==> src/rtl/mem_port_arbiter.sv <==
// Purpose : shares one single-port sync-read memory between fetch (I) and load/store (D).
// Latency : grant is combinational in the request cycle; read data returns 1 cycle after grant.
// Backpressure: a requester holds req/operands until it sees its gnt; the loser simply waits.
//
// Ports:
//   clk, rst                     clock, asynchronous active-high reset
//   i_req/i_addr                 fetch request (read only)
//   i_gnt/i_rvalid/i_rdata       fetch accept, fetch data valid, fetch data
//   d_req/d_we/d_addr/d_wdata    load/store request
//   d_gnt/d_rvalid/d_rdata       load/store accept, load data valid, load data
//   m_addr/m_in/m_we/m_out       memory port (m_out is the memory's registered read data)
//
// Build option: ARB_ROUND_ROBIN_EN selects alternating priority on conflicts instead of
// fixed D priority with the I starvation guard (stall_cnt / MAX_STALL).
module mem_port_arbiter #(
  parameter int WIDTH     = 32,
  parameter int MAX_STALL = 4
) (
  input  logic             clk,
  input  logic             rst,
  input  logic             i_req,
  input  logic [31:0]      i_addr,
  output logic             i_gnt,
  output logic             i_rvalid,
  output logic [WIDTH-1:0] i_rdata,
  input  logic             d_req,
  input  logic             d_we,
  input  logic [31:0]      d_addr,
  input  logic [WIDTH-1:0] d_wdata,
  output logic             d_gnt,
  output logic             d_rvalid,
  output logic [WIDTH-1:0] d_rdata,
  output logic [31:0]      m_addr,
  output logic [WIDTH-1:0] m_in,
  output logic             m_we,
  input  logic [WIDTH-1:0] m_out
);

  logic        i_win;
  logic        d_win;
  logic        prefer_i;   // on a conflict, I takes the port when set
  logic [31:0] last_addr;  // address of the most recent grant, held while idle
  logic [1:0]  owner;      // {I read in flight, D read in flight}

`ifdef ARB_ROUND_ROBIN_EN
  // Remembers who won the last conflict; reset to I so D wins the first one.
  logic last_winner_i;

  always_ff @(posedge clk or posedge rst) begin
    if (rst) begin
      last_winner_i <= 1'b1;
    end else if (i_req && d_req) begin
      last_winner_i <= i_win;
    end
  end

  assign prefer_i = ~last_winner_i;
`else
  localparam logic [7:0] STALL_MAX = 8'(MAX_STALL);

  // Counts consecutive cycles I asked and lost; once it reaches STALL_MAX
  // I is forced through on the next conflict.
  logic [7:0] stall_cnt;

  always_ff @(posedge clk or posedge rst) begin
    if (rst) begin
      stall_cnt <= 8'd0;
    end else if (!i_req || i_win) begin
      stall_cnt <= 8'd0;
    end else if (d_win && (stall_cnt != STALL_MAX)) begin
      stall_cnt <= stall_cnt + 8'd1;
    end
  end

  assign prefer_i = (stall_cnt == STALL_MAX);
`endif

  // Arbitration: nothing is granted while reset is high, so no access can
  // start and m_we stays low.
  always_comb begin
    i_win = 1'b0;
    d_win = 1'b0;
    if (!rst) begin
      if (i_req && d_req) begin
        i_win = prefer_i;
        d_win = ~prefer_i;
      end else begin
        i_win = i_req;
        d_win = d_req;
      end
    end
  end

  assign i_gnt = i_win;
  assign d_gnt = d_win;

  // Memory port drive.
  always_comb begin
    m_addr = last_addr;
    m_in   = '0;
    m_we   = 1'b0;
    if (d_win) begin
      m_addr = d_addr;
      m_in   = d_wdata;
      m_we   = d_we;
    end else if (i_win) begin
      m_addr = i_addr;
    end
  end

  // Address hold and response ownership. The owner register lines up with the
  // memory's one-cycle registered read, so rvalid coincides with m_out.
  always_ff @(posedge clk or posedge rst) begin
    if (rst) begin
      last_addr <= 32'd0;
      owner     <= 2'b00;
    end else begin
      if (i_win || d_win) begin
        last_addr <= m_addr;
      end
      owner <= {i_win, d_win & ~d_we};
    end
  end

  assign i_rvalid = owner[1];
  assign d_rvalid = owner[0];
  assign i_rdata  = m_out;
  assign d_rdata  = m_out;

endmodule

==> config.mk <==
export PLATFORM = sky130hd
export DESIGN_NAME = mem_port_arbiter
export DESIGN_NICKNAME = d
export VERILOG_FILES = /design/src/rtl/mem_port_arbiter.sv
export SDC_FILE = /design/constraint.sdc
export NUM_CORES = 1
export LEC_CHECK = 0
export BUFFER_PORTS_ARGS = -buffer_cell sky130_fd_sc_hd__buf_2
export CAP_MARGIN = 40
export CELL_PAD_IN_SITES_DETAIL_PLACEMENT = 0
export CELL_PAD_IN_SITES_GLOBAL_PLACEMENT = 1
export CORE_UTILIZATION = 27
export DETAILED_ROUTE_END_ITERATION = 8
export HOLD_SLACK_MARGIN = 0.12
export MAX_ROUTING_LAYER = met4
export PLACE_DENSITY_LB_ADDON = 0.3
export REMOVE_ABC_BUFFERS = 1
export SYNTH_ARGS = -nofsm -noshare
export SYNTH_HDL_FRONTEND = slang
export SYNTH_SLANG_ARGS = --single-unit
==> constraint.sdc <==
create_clock -name clk -period 4.6 [get_ports clk]
set_input_delay 0.92 -clock clk [delete_from_list [all_inputs] [get_ports clk]]
set_output_delay 0.92 -clock clk [all_outputs]
set_load 0.05 [all_outputs]
==> results.txt <==
- In this design, the critical path's most frequently occurring cell is buf_2.
- The clock passes through at most 2 buffers.
* Number of DRC violations after detailed routing: 0
- Core occupancy in the finished layout: 34.1%
- Number of DRC markers after the initial detailed-route iteration: 166
* Number of clock buffers inserted by TritonCTS: 5
- TritonCTS built the clock tree.
- Post-CTS Hold Fix Bufs: 0
- Power per standard cell area: 329 mW/mm^2
- RSZ-0062 raised after global routing: no
- The repair_antennas step left the layout with diodes totalling 0.
- Wire length of the first global-routing pass: 15.0 mm
- Final HPWL DP: 8.13 mm
- Crit start category: input pin
- The worst setup path is of the in -> out kind.
- On the final layout, the worst clock skew is 0.00455 ns.
- The final number of max-transition violations came to 0.
- In this run the static leakage power is 0.00220 uW.
- Summing internal, switching and leakage power gives 1160 uW.
* Clock insertion delay at the later pin of the skew report: 0.29 ns
- Total congestion overflow after global routing: 0
- Outcome: completed
- For this configuration, the core starts out at a cell density of 27.9%.
- Vias in the first global route: 2441
* Slew at the pin closest to its max-slew limit: 0.753 ns
- Final hold analysis gives a worst-case slack of 0.588 ns.
- Overall routed net length: 10.3 mm
- Post-synth EDFFs: 0
- The worst setup path is captured at a primary output.
- Upper clock frequency limit: 276 MHz
- Area Overhead vs Synth: 22.1%
- Data on the critical path is required at its endpoint by 3.68 ns.
- In this run the worst path has a maximum fanout of 48.
- Final min period: 3.63 ns
- The floorplan step defined a die boundary enclosing 0.0111 sq mm.
* Detail Route Antenna Nets: 0
- In the final layout, the multi-input gates occupy 0.00127 sq mm.
* Number of rows in the core area: 37
* Most used DFF post-synth: dfrtp_1
- After technology mapping, the gate count stands at 293.
- The slowest stage of the critical path is the a31oi_4 cell.
* Unique cell type count in the Yosys netlist: 28
- Gate family responsible for the most delay along the worst path: compound AO/OA/AOI/OAI gates
- Total via count in the routed design: 2517
- The placed instances occupy a cell area of 0.00340 sq mm.
- Clock transition time at the flip-flop clock pins of the worst setup and hold paths: 0.08 ns
- Count of fill cells added during filler insertion: 1091
* Worst min-delay path class: reg -> reg
- The core region is 0.0103 sq mm.
* Post-placement worst setup slack: 0.928 ns
- Overall global routing resource usage: 18.9%
* H-tree lvl count: 2
- After the last flow step, the layout net total stands at 528.
- 266 I/O pins were placed.
- For this design, the sink count on the clock tree is 42.
- Final cell area excluding filler cells: 0.00352 sq mm
- In the post-route analysis, the smallest setup slack over all paths is 0.974 ns.
- Buffers and inverters on the worst path: 3
- Antenna violations before repair: 0
- Final period utilization: 78.8%
- In this run the tightest slew margin relative to its limit is 49.8%.
- Average detailed-routed wire length per instance: 19.4 um
- Mean cell area of the mapped netlist: 9.83 sq um
- In this run the post-CTS setup repair buffer count came out at 0.
* Number of setup violations in the final report: 0
- Pin count of the biggest net entering global routing: 49
- Ratio of cells with drive above 1 in the final layout: 47.6%
- Number of port buffers: 169
- Combined area of all synthesized cells: 0.00288 sq mm
- The die is 105 um wide.
- CTS root buf: clkbuf_8
- During synthesis, Yosys emitted a total of 0 warnings.
- Walking the worst path, the cells encountered are buf_2 > nand2b_1 > a31oi_4 > buf_12 > a22o_1 > a21o_1 > buf_2.
- After synthesis, the share of flip-flops with an asynchronous set or reset is 100%.
* Worst supply voltage drop on vdd: 0.000116 V
- In this run, synthesis produced a sequential element count of 42.
- Routability-driven placement finished with a final weighted congestion of 0.803.
- Data arrival, critical path: 2.71 ns
- The hold violation total from the final report was 0.
* Max-cap check violation count: 0
- After clock tree synthesis, the repair step resized 0 gates.
- Before antenna repair, the detailed router went through 4 iterations.
- In this run the vertical extent of the chip is 105 um.
- For this run, the register share of the synthesized area comes to 36.5%.
* Area of all sequential standard cells: 0.00105 sq mm
- Largest stage delay, worst path: 0.57 ns
* Via/cell ratio: 4.76
metrics by stage:
step / TNS, ns / std cells
2_1_floorplan: -58.81 / 212
3_3_place_gp: 0 / 522
3_5_place_dp: 0 / 522
4_1_cts: 0 / 529
5_1_grt: 0 / 529
6_report: 0 / 529
cell type report:
type / instances / area share (%)
Clock buffer: 6 / 2.35
Clock inverter: 1 / 0.854
Inverter: 4 / 0.427
Multi-Input combinational cell: 166 / 36.2
Sequential cell: 42 / 29.9
Tap cell: 136 / 4.84
Timing Repair Buffer: 174 / 25.5
path summary, 6_finish.rpt:
kind	start	cells after the start	end	slack (ns)
min in group asynchronous	rst	3	stall_cnt[3]	0.86
max in group asynchronous	rst	3	last_addr[0]	3.36
min reg2reg	last_addr[19]	2	last_addr[19]	0.59
max	rst	7	m_addr[22]	0.97
max reg2reg	stall_cnt[0]	7	last_addr[20]	2.44
min	last_addr[19]	2	last_addr[19]	0.59
where the power goes:
part,switching [uW],internal (uW)
clock,130,174
sequential,10.7,406
combinational,291,146
sequential cells by signal (all words and copies together), names as in the netlist:
signal     count
stall_cnt      8
last_addr     32
owner          2
placed cells by master, fill, tap and decap left out, drive strengths merged:
cell	netlist	final
buf	72	174
xnor2	2	2
a21boi	1	1
dfrtp	42	42
nor2b	3	3
and3	1	1
nor3b	2	2
and2	33	33
nand2	1	1
a31oi	1	1
a21o	64	64
and4b	1	1
clkbuf	9	6
nor2	6	6
a22oi	1	1
nand3	1	1
nand4	3	3
nand2b	1	1
bufinv	0	1
a211oi	2	2
nor4b	1	1
ha	2	2
a22o	32	32
inv	4	4
o21ai	2	2
a21oi	1	1
mux2i	1	1
xor2	4	4
metal layers:
layer / up-vias / share of wire, % / track usage (%)
met5: - / 0 / -
met4: 0 / 1.5 / 4.73
met3: 10 / 16 / 13.5
met2: 194 / 43 / 27.2
met1: 1162 / 39 / 20.9
li1: 1151 / - / -
synth_stat cells (all sizes together) (2+ instances only):
cell | number | area, sq um
buf | 72 | 533
a21o | 64 | 480
dfrtp | 42 | 1050
and2 | 33 | 206
a22o | 32 | 280
clkbuf | 9 | 33.8
nor2 | 6 | 22.5
inv | 4 | 15.0
xor2 | 4 | 35.0
nand4 | 3 | 18.8
nor2b | 3 | 18.8
a211oi | 2 | 15.0
ha | 2 | 25.0
nor3b | 2 | 25.0
o21ai | 2 | 10.0
xnor2 | 2 | 17.5
logic make-up (layout without fill, tap and decap cells):
group	after synthesis	count (layout)	synth area share (%)
AOI/OAI and AO/OA	104	104	28.2
xor gates and xnor gates	6	6	1.83
muxes	1	1	0.348
and+or+nand+nor	53	53	12.0
DFF	42	42	36.5
adders and majority gates	2	2	0.869
buffers and inverters	85	185	20.2
worst register-to-register path, cell delays in order (launching register included):
cell and delay, ns:
dfrtp_1 0.42, inv_1 0.11, ha_1 0.16, nor4b_4 0.35, a31oi_4 0.34, buf_12 0.28, a22o_1 0.22, a21o_1 0.16
Note: power is estimated with default switching activity, not from simulation.
